==> config.mk <==
export PLATFORM = sky130hd
export DESIGN_NAME = player_bullet_ctrl_flat
export DESIGN_NICKNAME = d
export VERILOG_FILES = /design/src/rtl/game_pkg.sv /design/src/rtl/player_bullet_ctrl_if.sv /design/src/rtl/slot_alloc.sv /design/src/rtl/player_bullet_ctrl.sv /design/src/flat_wrapper.sv
export SDC_FILE = /design/constraint.sdc
export NUM_CORES = 1
export LEC_CHECK = 0
export ABC_AREA = 1
export BUFFER_PORTS_ARGS = -buffer_cell sky130_fd_sc_hd__buf_2
export CAP_MARGIN = 25
export CELL_PAD_IN_SITES_DETAIL_PLACEMENT = 0
export CELL_PAD_IN_SITES_GLOBAL_PLACEMENT = 1
export CORE_UTILIZATION = 42
export CTS_BUF_LIST = sky130_fd_sc_hd__clkbuf_8
export CTS_CLUSTER_DIAMETER = 150
export CTS_CLUSTER_SIZE = 16
export DETAILED_ROUTE_END_ITERATION = 16
export PLACE_DENSITY = 0.9
export SLEW_MARGIN = 20
export SYNTH_ARGS = -nofsm -noshare
export SYNTH_HDL_FRONTEND = slang
export SYNTH_SLANG_ARGS = --single-unit
==> constraint.sdc <==
create_clock -name i_Clk -period 4.5 [get_ports i_Clk]
set_input_delay 0.225 -clock i_Clk [delete_from_list [all_inputs] [get_ports i_Clk]]
set_output_delay 0.225 -clock i_Clk [all_outputs]
set_load 0.02 [all_outputs]
==> src/rtl/game_pkg.sv <==
// Shared game-wide constants, position packing helpers and the fire FSM states.
package game_pkg;

   localparam int POS_X_W  = 10;
   localparam int POS_Y_W  = 9;
   localparam int SCREEN_W = 640;
   localparam int SCREEN_H = 480;

   // Packed on-screen position: x in the upper field, y in the lower field.
   typedef logic [POS_X_W+POS_Y_W-1:0] pos_t;

   typedef enum logic [1:0] {
      READY    = 2'd0,
      ARMED    = 2'd1,
      COOLDOWN = 2'd2
   } fire_state_e;

   function automatic pos_t pos_pack(input logic [POS_X_W-1:0] x,
                                     input logic [POS_Y_W-1:0] y);
      return {x, y};
   endfunction

   function automatic logic [POS_X_W-1:0] pos_x(input pos_t p);
      return p[POS_X_W+POS_Y_W-1:POS_Y_W];
   endfunction

   function automatic logic [POS_Y_W-1:0] pos_y(input pos_t p);
      return p[POS_Y_W-1:0];
   endfunction

endpackage

==> src/rtl/player_bullet_ctrl_if.sv <==
// Frame/fire/hit inputs and bullet-pool outputs of the player bullet controller.
interface player_bullet_ctrl_if
   import game_pkg::*;
#(
   parameter int N = 15
);
   logic               i_FrameTick;
   logic               i_Fire;
   logic               i_PlayerState;
   logic [POS_X_W-1:0] i_PlayerPosition;
   logic [N-1:0]       i_HitMask;
   logic [N-1:0]       o_PlayerBulletState;
   pos_t               o_PlayerBulletPosition [N];
   logic               o_FireAccepted;

   // Game logic side: drives frame/fire/hit, observes the pool.
   modport master (
      output i_FrameTick, i_Fire, i_PlayerState, i_PlayerPosition, i_HitMask,
      input  o_PlayerBulletState, o_PlayerBulletPosition, o_FireAccepted
   );

   // Bullet controller side.
   modport slave (
      input  i_FrameTick, i_Fire, i_PlayerState, i_PlayerPosition, i_HitMask,
      output o_PlayerBulletState, o_PlayerBulletPosition, o_FireAccepted
   );
endinterface

==> src/rtl/slot_alloc.sv <==
// Lowest-index free-slot finder; purely combinational.
module slot_alloc #(
   parameter  int N     = 15,
   localparam int IDX_W = (N > 1) ? $clog2(N) : 1
) (
   input  logic [N-1:0]     i_Free,
   output logic [IDX_W-1:0] o_Idx,
   output logic             o_Found
);

   // Scan from the top down so the lowest free index is the last one written.
   always_comb begin
      o_Idx   = '0;
      o_Found = 1'b0;
      for (int i = N - 1; i >= 0; i--) begin
         if (i_Free[i]) begin
            o_Idx   = IDX_W'(i);
            o_Found = 1'b1;
         end
      end
   end

endmodule

==> src/rtl/player_bullet_ctrl.sv <==
// Player bullet pool: spawns on fire edges, moves up each frame, retires at the
// screen top or on a collision hit.
module player_bullet_ctrl
   import game_pkg::*;
#(
   parameter int MAX_PLAYER_BULLET = 15,
   parameter int BULLET_SPEED      = 4,
   parameter int FIRE_COOLDOWN     = 8,
   parameter int PLAYER_Y          = 440
) (
   input logic                 i_Clk,
   input logic                 i_Rst,
   player_bullet_ctrl_if.slave bus
);

   localparam int N     = MAX_PLAYER_BULLET;
   localparam int IDX_W = (N > 1) ? $clog2(N) : 1;
   localparam int CNT_W = (FIRE_COOLDOWN > 0) ? $clog2(FIRE_COOLDOWN + 1) : 1;

   localparam logic [POS_Y_W-1:0] SPEED_Y    = POS_Y_W'(BULLET_SPEED);
   localparam logic [POS_Y_W-1:0] SPAWN_Y    = POS_Y_W'(PLAYER_Y);
   localparam logic [CNT_W-1:0]   COOLDOWN_V = CNT_W'(FIRE_COOLDOWN);

   fire_state_e      fsm_q, fsm_d;
   logic [CNT_W-1:0] cnt_q, cnt_d;
   logic             fire_prev_q;
   logic             fire_acc_q, fire_acc_d;
   logic [N-1:0]     alive_q, alive_d;
   pos_t             pos_q [N];
   pos_t             pos_d [N];

   logic             fire_edge;
   logic             spawn;
   logic [N-1:0]     free_vec;
   logic [IDX_W-1:0] free_idx;
   logic             free_found;

   // A slot being hit this cycle is still occupied until the next edge.
   assign free_vec = ~alive_q & ~bus.i_HitMask;

   slot_alloc #(.N(N)) u_alloc (
      .i_Free  (free_vec),
      .o_Idx   (free_idx),
      .o_Found (free_found)
   );

   // Fire FSM: edge arms, next frame tick spawns, then a frame-counted cooldown.
   always_comb begin
      fsm_d     = fsm_q;
      cnt_d     = cnt_q;
      spawn     = 1'b0;
      fire_edge = bus.i_Fire & ~fire_prev_q;
      case (fsm_q)
         READY: begin
            if (fire_edge && bus.i_PlayerState) fsm_d = ARMED;
         end
         ARMED: begin
            if (!bus.i_PlayerState) begin
               fsm_d = READY;
            end else if (bus.i_FrameTick) begin
               if (free_found) begin
                  spawn = 1'b1;
                  fsm_d = COOLDOWN;
                  cnt_d = COOLDOWN_V;
               end else begin
                  fsm_d = READY;
               end
            end
         end
         COOLDOWN: begin
            if (cnt_q == '0) begin
               fsm_d = READY;
            end else if (bus.i_FrameTick) begin
               cnt_d = cnt_q - CNT_W'(1);
               if (cnt_q == CNT_W'(1)) fsm_d = READY;
            end
         end
         default: fsm_d = READY;
      endcase
      fire_acc_d = spawn;
   end

   // Per-slot update: hit beats movement; top exit clears without wrapping y.
   always_comb begin
      alive_d = alive_q;
      pos_d   = pos_q;
      for (int n = 0; n < N; n++) begin
         if (alive_q[n]) begin
            if (bus.i_HitMask[n]) begin
               alive_d[n] = 1'b0;
            end else if (bus.i_FrameTick) begin
               if (pos_y(pos_q[n]) < SPEED_Y) alive_d[n] = 1'b0;
               else pos_d[n] = pos_pack(pos_x(pos_q[n]), pos_y(pos_q[n]) - SPEED_Y);
            end
         end else if (spawn && (IDX_W'(n) == free_idx)) begin
            alive_d[n] = 1'b1;
            pos_d[n]   = pos_pack(bus.i_PlayerPosition, SPAWN_Y);
         end
      end
   end

   // State registers with synchronous reset.
   always_ff @(posedge i_Clk) begin
      if (i_Rst) begin
         fsm_q       <= READY;
         cnt_q       <= '0;
         fire_prev_q <= 1'b0;
         fire_acc_q  <= 1'b0;
         alive_q     <= '0;
         for (int n = 0; n < N; n++) pos_q[n] <= '0;
      end else begin
         fsm_q       <= fsm_d;
         cnt_q       <= cnt_d;
         fire_prev_q <= bus.i_Fire;
         fire_acc_q  <= fire_acc_d;
         alive_q     <= alive_d;
         for (int n = 0; n < N; n++) pos_q[n] <= pos_d[n];
      end
   end

   assign bus.o_PlayerBulletState    = alive_q;
   assign bus.o_PlayerBulletPosition = pos_q;
   assign bus.o_FireAccepted         = fire_acc_q;

endmodule

==> src/flat_wrapper.sv <==
// flat-port wrapper written by rule: the top's interface ports become plain ports
module player_bullet_ctrl_flat import game_pkg::*;
#(
   parameter int MAX_PLAYER_BULLET = 15,
   parameter int BULLET_SPEED      = 4,
   parameter int FIRE_COOLDOWN     = 8,
   parameter int PLAYER_Y          = 440
)
  (i_Clk, i_Rst, bus_i_FrameTick, bus_i_Fire, bus_i_PlayerState, bus_i_PlayerPosition, bus_i_HitMask, bus_o_PlayerBulletState, bus_o_PlayerBulletPosition, bus_o_FireAccepted);
  player_bullet_ctrl_if #(.N((15))) bus_i ();
  input logic i_Clk;
  input logic i_Rst;
  input wire logic [$bits(bus_i.i_FrameTick)-1:0] bus_i_FrameTick;
  input wire logic [$bits(bus_i.i_Fire)-1:0] bus_i_Fire;
  input wire logic [$bits(bus_i.i_PlayerState)-1:0] bus_i_PlayerState;
  input wire logic [$bits(bus_i.i_PlayerPosition)-1:0] bus_i_PlayerPosition;
  input wire logic [$bits(bus_i.i_HitMask)-1:0] bus_i_HitMask;
  output wire logic [$bits(bus_i.o_PlayerBulletState)-1:0] bus_o_PlayerBulletState;
  output wire logic [$bits(bus_i.o_PlayerBulletPosition)-1:0] bus_o_PlayerBulletPosition;
  output wire logic [$bits(bus_i.o_FireAccepted)-1:0] bus_o_FireAccepted;
  assign bus_i.i_FrameTick = bus_i_FrameTick;
  assign bus_i.i_Fire = bus_i_Fire;
  assign bus_i.i_PlayerState = bus_i_PlayerState;
  assign bus_i.i_PlayerPosition = bus_i_PlayerPosition;
  assign bus_i.i_HitMask = bus_i_HitMask;
  assign bus_o_PlayerBulletState = bus_i.o_PlayerBulletState;
  assign bus_o_PlayerBulletPosition = {>>{bus_i.o_PlayerBulletPosition}};
  assign bus_o_FireAccepted = bus_i.o_FireAccepted;
  player_bullet_ctrl #(.MAX_PLAYER_BULLET(MAX_PLAYER_BULLET), .BULLET_SPEED(BULLET_SPEED), .FIRE_COOLDOWN(FIRE_COOLDOWN), .PLAYER_Y(PLAYER_Y)) u_core (.i_Clk(i_Clk), .i_Rst(i_Rst), .bus(bus_i));
endmodule
==> impl_metrics.ini, run 1 <==
[cts]
postCtsSetupBuffers = 0
cts-root-buf = clkbuf_8
cts_max_path_buffers = 3
cts_tree = built
path_clk_slew_ns = 0.11
clock_sink_count = 278
cts_made_buffers = 21
insertion_delay_ns = 0.56
h-tree-depth = 1

[sta]
period_minus_slack_ns = 3.55
finClkSkew_ns = 0.0364
slew_headroom_pct = 31.5
hold_violations = 0
rsz0062_at_grt = false
fin_crit_sh_pct = 79.0
hold-worst-slack_ns = 0.0723
max_freq_ghz = 0.281
tns_ns = 0
tightest_slew_ns = 1.03
setup_viol = 0
slew_violations = 0

[routing]
via_per_inst = 4.92
drt_iter0_markers = 868
first_pass_iters = 7
wl_met1_um = 18100
wl_per_cell_um = 15.1
drc = 0
met2_length_um = 17700
totalWireLength_um = 39600
top_layer = met4
vias = 12900
antenna_left = 0
wl_met3_um = 2820

[place]
gp_congestion = 0.860
portBuffers = 300
place_area_sq_um = 15200
dp_hpwl_um = 27600

[min_path]
min_path_type = in2reg

[floorplan]
ios = 331
die_x_um = 183
die_h_um = 183
core_sq_um = 32500
start_util_pct = 42.5
dieArea_sq_um = 33600
row_count = 66

[power]
power.density_nw_per_um2 = 256
ir_drop_v = 0.000166
finalPower_mw = 4.02
total_leakage_power_nw = 7.20

[grt]
antenna_found_initial = 0
grt_pass1_wl_um = 61700
grt.overflow.total = 0
grt_pass1_vias = 11600
grt_max_degree = 104
gr-usage-all-layers_pct = 22.8

[final_layout]
nFillCells = 3350
final_common_cell = buf_2
layout-drive-gt1-share_pct = 20.4
fin_area_sq_um = 15700
seq_area_sq_um = 5570
fin_nets = 2233
final_cell_mix = buf_2 (300), nor2_1 (282), dfxtp_1 (278)
area_delta_synth_final_pct = 13.7
antenna_cells = 0
multi_input_area_sq_um = 6520

[synthesis]
synth-seq-area-share_pct = 40.3
ys.flop_type = dfxtp_1
yosys_warnings = 0
syn_area_sq_um = 13800
synth_cells = 1945
synth_enable_flop_cells = 0
synth_seq_cells = 278
synth_cell_types = 50
ys_async_sr_fraction_pct = 0
postSynthAreaPerCell_sq_um = 7.10

[critical_path]
crit_type = reg2reg
end_kind = flop
worstPathMaxFanout = 12
arrival_ns = 4.03
start_kind = flop
required_ns = 4.98

[flow_run]
max_cap_viol_count = 0

[outcome]
status = finished, final reports clean
## flip-flops by register name, indices dropped and copies added, names as in the netlist
register / flops
u_core.bus.o_FireAccepted: 1
u_core.bus.o_PlayerBulletPosition: 255
u_core.bus.o_PlayerBulletState: 15
u_core.cnt_q: 4
u_core.fire_prev_q: 1
u_core.fsm_q: 2
## routing by layer
layer / track usage, % / vias up
li1: - / 6691
met1: 29.7 / 5817
met2: 38.2 / 370
met3: 4.51 / 52
met4: 6.47 / 0
met5: 0 / -
## path summary, 6_finish.rpt
| path | start | depth (start not counted) | endpoint | slack (ns) |
|---|---|---|---|---|
| worst max-delay path | u_core.bus.o_PlayerBulletState[1] | 14 | u_core.bus.o_PlayerBulletPosition[158] | 0.95 |
| worst min-delay path | bus_i_PlayerState | 5 | u_core.fsm_q[0] | 0.07 |
| worst max register to register | u_core.bus.o_PlayerBulletState[1] | 14 | u_core.bus.o_PlayerBulletPosition[158] | 0.95 |
| worst min register to register | u_core.bus.o_PlayerBulletPosition[225] | 2 | u_core.bus.o_PlayerBulletPosition[225] | 0.45 |
## where the power goes
part / total [mW] / switching [mW] / internal, mW
clock network: 1.26 / 0.830 / 0.428
registers: 2.48 / 0.00733 / 2.47
logic: 0.284 / 0.211 / 0.0737
total: 4.02 / 1.05 / 2.97
## synth_stat cells, types with 2 or more instances
library cell | number | area share, %
inv_1 | 236 | 6.4
nor2_4 | 2 | 0.16
buf_4 | 34 | 1.8
nand3_1 | 111 | 4.0
o21ai_1 | 10 | 0.36
nand3b_1 | 20 | 1.1
ha_1 | 18 | 1.6
o21a_1 | 2 | 0.11
inv_2 | 9 | 0.24
nand4_2 | 6 | 0.54
buf_6 | 24 | 2.0
inv_4 | 2 | 0.091
a211oi_2 | 12 | 1.1
nor2_1 | 282 | 7.7
nor3_1 | 15 | 0.54
o21ai_2 | 4 | 0.25
nor4_1 | 4 | 0.18
clkbuf_1 | 60 | 1.6
o211ai_1 | 2 | 0.11
o31ai_1 | 3 | 0.16
a21oi_2 | 8 | 0.51
nand2_1 | 233 | 6.3
xor2_1 | 4 | 0.25
buf_1 | 5 | 0.14
nand4_1 | 3 | 0.14
nand2_2 | 24 | 1.1
a211oi_1 | 9 | 0.49
nand2_4 | 8 | 0.65
nand3_2 | 14 | 1.0
dfxtp_1 | 278 | 40
nor2_2 | 9 | 0.41
buf_2 | 21 | 0.76
a21oi_1 | 255 | 9.2
o21ai_0 | 202 | 7.3
## logic make-up after synthesis
logic type / after synthesis / synth area share [%]
simple gates: 737 / 24.5
compound gates: 512 / 20.0
buf+inv: 394 / 13.2
flops: 278 / 40.3
fa+ha+maj: 18 / 1.63
xor+xnor: 5 / 0.317
other cells: 1 / 0.0272
## metrics by stage
stage                     worst slack (ns)  utilization, %  instances
after floorplan                       2.42               -       1974
after global placement                1.16            46.9       2588
after detailed placement             0.984            46.9       2588
after CTS                            0.957            48.4       2626
after global routing                 0.616            48.4       2626
final                                0.946            48.4       2626
## cell type report
class	instances	share of cell area [%]
inverters	249	6.07
clock buffers	21	1.84
clock inverters	1	0.0718
well taps	442	3.52
multi-input cells	1302	41.6
repair buffers	333	11.5
flip-flops and latches	278	35.5
## critical path: stages, from the launching register on
cell and delay [ns]:
dfxtp_1 0.57, inv_1 0.11, nand2_1 0.22, nand2_4 0.07, nor2_2 0.16, inv_1 0.07, nor2_1 0.17, nand2_4 0.09
nor2_1 0.59, nand3_1 0.52, nand2_1 0.47, nand2_1 0.17, nand2_1 0.11, nand2_1 0.05, nor2_1 0.11
## timing repair
action                                 in CTS  in global routing
setup endpoints to repair                   0                  0
gates resized for setup                     0                  0
endpoints found under the hold margin      17                  0
hold buffers                               16                  0
Note: power is estimated with default switching activity, not from simulation.
==> run 2, diff against run 1 <==
Settings changed: CORE_UTILIZATION 42 to 39, PLACE_DENSITY 0.9 to 0.85.
Clock period 4.5 ns to 3.3 ns, I/O delays scaled along.
==> run 2 against run 1 <==
Compared with the run above:
- register-to-register slack worse by 0.63 ns
- clock power rose by 37%
- wire length up 2.8%
- via count is 1.3% higher
- first-iteration DRC count decreased by 25%
- fmax is 19% higher
- combinational power is 38% higher
- setup slack lost 0.63 ns
- largest cell class unchanged
==> impl_metrics.ini, run 2 (synthesized netlist as in run 1, its figures left out) <==
[outcome]
status = finished, final reports clean

[routing]
via_per_inst = 4.93
antenna_left = 0
drc = 0
drt_iter0_markers = 647
first_pass_iters = 5
vias = 13100
totalWireLength_um = 40700
wl_per_cell_um = 15.3

[sta]
tightest_slew_ns = 0.785
hold_violations = 0
slew_violations = 0
finClkSkew_ns = 0.0405
max_freq_ghz = 0.335
rsz0062_at_grt = false
slew_headroom_pct = 47.1
tns_ns = 0
period_minus_slack_ns = 2.98
fin_crit_sh_pct = 90.3
setup_viol = 0

[critical_path]
crit_path_max_incr_delay_ns = 0.55
start_kind = flop
crit_type = reg2reg
arrival_ns = 3.52
worstPathMaxFanout = 21
slowest_stage = dfxtp_1
required_ns = 3.83
path_cells = inv_1 > nand2_1 > nand2_4 > nor2_2 > nand2_2 > nor4_1 > nand2_2 > nor2_4 > nand4_4 > nand2_4 > o21a_1 > dlygate4sd3_1
end_kind = flop

[cts]
postCtsResizedCells = 0
postCtsSetupBuffers = 0
cts_max_path_buffers = 3
clock_sink_count = 278
cts_hold_buffers = 18
cts_tree = built
path_clk_slew_ns = 0.11
cts_made_buffers = 21
insertion_delay_ns = 0.58
cts-root-buf = clkbuf_8
h-tree-depth = 1

[power]
total_leakage_power_nw = 7.29
power.density_nw_per_um2 = 346
ir_drop_v = 0.000323

[grt]
grt_pass1_vias = 11500
gr-usage-all-layers_pct = 21.6
grt_max_degree = 102
antenna_found_initial = 1
grt.overflow.total = 0
grt_pass1_wl_um = 63000

[final_layout]
final_common_cell = buf_2
final_cell_mix = buf_2 (300), nor2_1 (282), dfxtp_1 (278)
fin_util_pct = 45.7
area_delta_synth_final_pct = 15.0
layout-drive-gt1-share_pct = 21.0
fin_nets = 2251
largest_reg_flops = 255
stdcell_count = 2659

[floorplan]
start_util_pct = 39.8
die_h_um = 190
ios = 331
row_count = 68
dieArea_sq_um = 36200
core_sq_um = 34700
die_x_um = 190

[place]
dp_hpwl_um = 28700
portBuffers = 300
gp_congestion = 0.822
placed_cells = 2617

[flow_run]
max_cap_viol_count = 0

[min_path]
min_path_type = in2reg
-- run 2: cell count changes in the layout (fill, tap and decap cells not counted), sizes merged --
cell,previous run,this run
buf,317,333
clkinvlp,0,1
diode,0,1
dlygate4sd3,16,18
-- run 2: worst paths after layout --
| kind | start | endpoint | slack [ns] | cells after the start |
|---|---|---|---|---|
| max | u_core.bus.o_PlayerBulletState[1] | u_core.bus.o_PlayerBulletState[13] | 0.32 | 12 |
| min | bus_i_FrameTick | u_core.bus.o_PlayerBulletState[9] | 0.03 | 4 |
| max reg2reg | u_core.bus.o_PlayerBulletState[1] | u_core.bus.o_PlayerBulletState[13] | 0.32 | 12 |
| min reg2reg | u_core.bus.o_PlayerBulletPosition[205] | u_core.bus.o_PlayerBulletPosition[205] | 0.45 | 2 |
-- run 2: power breakdown --
group / internal, mW / total (mW) / switching (mW)
Combinational: 0.105 / 0.392 / 0.288
Clock: 0.587 / 1.72 / 1.14
Sequential: 3.37 / 3.38 / 0.0104
Total: 4.06 / 5.49 / 1.43
-- run 2: worst max-delay path, delay by kind of cell (launching register included) --
kind	cells	cell delay [ns]
compound gates	1	0.13
flops	1	0.55
simple gates	9	1.63
buf+inv	2	0.64
-- run 2: area by class of cell --
type                    count  area, sq um
diodes                      1         2.50
clock buffers              21          289
clock inverters             2         18.8
fillers                  3629        18800
inverters                 249          952
multi-input cells        1302         6520
flip-flops and latches    278         5570
well taps                 455          569
repair buffers            351         1950
-- run 2: per-stage QoR --
stage / worst slack [ns] / power [mW] / hold slack, ns / instance area (sq um)
floorplan: 1.22 / 3.74 / 0.290 / 13900
global placement: 0.600 / 3.83 / 0.428 / 15400
detailed placement: 0.534 / 3.83 / 0.433 / 15400
CTS: 0.302 / 5.57 / 0.00621 / 15900
global route: 0.0743 / 5.72 / 0.0211 / 15900
finish: 0.319 / 5.49 / 0.0337 / 15900
-- run 2: per-layer routing --
layer	vias up	track usage, %	wire length [um]
met5	-	0	0
met4	0	5.88	1010
met3	56	3.95	2370
met2	351	35.2	18200
met1	5959	29.1	19100
li1	6736	-	-
==> run 3, diff against run 2 <==
Settings changed: RECOVER_POWER set to 25.
==> run 3 against run 2 <==
Compared with the run above:
- the run now ends with capacitance limit, slew limit left
- sequential cell count unchanged
- critical path depth unchanged
- first-iteration DRC count decreased by 0.15%
- count of clock-buffer cells in the layout unchanged
- fmax decreased by 0.11%
==> impl_metrics.ini, run 3 (synthesized netlist as in run 1, its figures left out) <==
[critical_path]
start_kind = flop
worstPathMaxFanout = 21
crit_path_max_incr_delay_ns = 0.55
arrival_ns = 3.52
path_cells = inv_1 > nand2_1 > nand2_4 > nor2_2 > nand2_2 > nor4_1 > nand2_2 > nor2_4 > nand4_4 > nand2_4 > o21a_1 > dlygate4sd3_1
r2r-start = u_core.bus.o_PlayerBulletState[1]
required_ns = 3.84
end_kind = flop
crit_type = reg2reg
slowest_stage = dfxtp_1
startpoint = u_core.bus.o_PlayerBulletState[1]

[place]
place_area_sq_um = 15400
dp_hpwl_um = 28700
dp_slack_ns = 0.534
gp_congestion = 0.822
portBuffers = 300

[flow_run]
max_cap_viol_count = 1

[cts]
h-tree-depth = 1
insertion_delay_ns = 0.58
postCtsResizedCells = 0
cts-root-buf = clkbuf_8
postCtsSetupBuffers = 0
cts_tree = built
clock_sink_count = 278
path_clk_slew_ns = 0.11
cts_made_buffers = 21
cts_max_path_buffers = 3

[final_layout]
final_cell_mix = nor2_1 (282), dfxtp_1 (278), a21oi_1 (255)
largest_reg_flops = 255
layout-drive-gt1-share_pct = 14.8
area_delta_synth_final_pct = 13.7
final_common_cell = nor2_1
fin_nets = 2251
fin_area_sq_um = 15700

[grt]
grt.overflow.total = 0
antenna_found_initial = 1
grt_pass1_vias = 11500
grt_max_degree = 102
grt_pass1_wl_um = 63000
gr-usage-all-layers_pct = 21.6

[min_path]
worstHoldStart = bus_i_FrameTick
min_path_type = in2reg

[floorplan]
row_count = 68
start_util_pct = 39.8
core_sq_um = 34700
die_x_um = 190
dieArea_sq_um = 36200
die_h_um = 190
ios = 331

[power]
ir_drop_v = 0.000335
power.density_nw_per_um2 = 350
total_leakage_power_nw = 6.69

[sta]
slew_violations = 48
max_freq_ghz = 0.335
rsz0062_at_grt = false
setup_viol = 0
finClkSkew_ns = 0.0392
tightest_slew_ns = 2.98
hold_violations = 0
fin_crit_sh_pct = 90.4
setup_slack_ns = 0.316
slew_headroom_pct = -98.7
tns_ns = 0
period_minus_slack_ns = 2.98

[routing]
totalWireLength_um = 40900
drt_iter0_markers = 646
first_pass_iters = 5
via_per_inst = 4.93
antenna_left = 0
drc = 0
vias = 13100
wl_per_cell_um = 15.4

[outcome]
status = finished with violations
failed_checks = capacitance limit, slew limit
run 3: changes by cell type in the layout (fill, tap and decap cells not counted):
cell and delta:
clkbuf_1 +137, buf_2 -136, buf_4 -1
run 3: path summary, 6_finish.rpt:
kind	cells past startpoint	end	slack (ns)
max	12	u_core.bus.o_PlayerBulletState[13]	0.32
min	4	u_core.bus.o_PlayerBulletState[9]	0.03
max reg2reg	12	u_core.bus.o_PlayerBulletState[13]	0.32
min reg2reg	2	u_core.bus.o_PlayerBulletPosition[256]	0.45
run 3: timing repair:
item / 4_1_cts / 5_1_grt
setup endpoints to repair: 0 / 0
hold buffers: 18 / 0
endpoints found under the hold margin: 18 / 0
run 3: stage by stage:
stage	total power, mW	util, %	hold slack (ns)	cells
floorplan	3.74	-	0.290	1974
global route	5.72	45.2	0.0211	2659
detailed placement	3.83	44.3	0.433	2617
finish	5.49	45.2	0.0285	2659
CTS	5.57	45.7	0.00621	2658
global placement	3.83	44.3	0.428	2617
run 3: layout make-up:
type	count	area [sq um]
clock buffers	21	289
repair buffers	351	1780
flip-flops and latches	278	5570
fillers	3692	19000
clock inverters	2	18.8
multi-input cells	1302	6520
inverters	249	952
diodes	1	2.50
well taps	455	569
run 3: layer usage:
metal / part of all wire (%) / wire, um / global-route usage, %
met1: 47 / 19100 / 29.1
met2: 45 / 18200 / 35.2
met3: 6.3 / 2570 / 3.95
met4: 2.5 / 1000 / 5.88
met5: 0 / 0 / 0
run 3: power breakdown:
group	switching, mW	internal (mW)	leakage (nW)	total, mW
Sequential	0.0106	3.37	2.24	3.38
Clock	1.14	0.587	0.157	1.73
Combinational	0.288	0.103	4.29	0.391
Total	1.44	4.06	6.69	5.49
run 3: worst max-delay path: cells and delay by family, from the launching register on:
kind | cells | cell delay (ns)
buffers and inverters | 2 | 0.64
flip-flops | 1 | 0.55
AO/OA/AOI/OAI | 1 | 0.13
AND/OR/NAND/NOR | 9 | 1.63
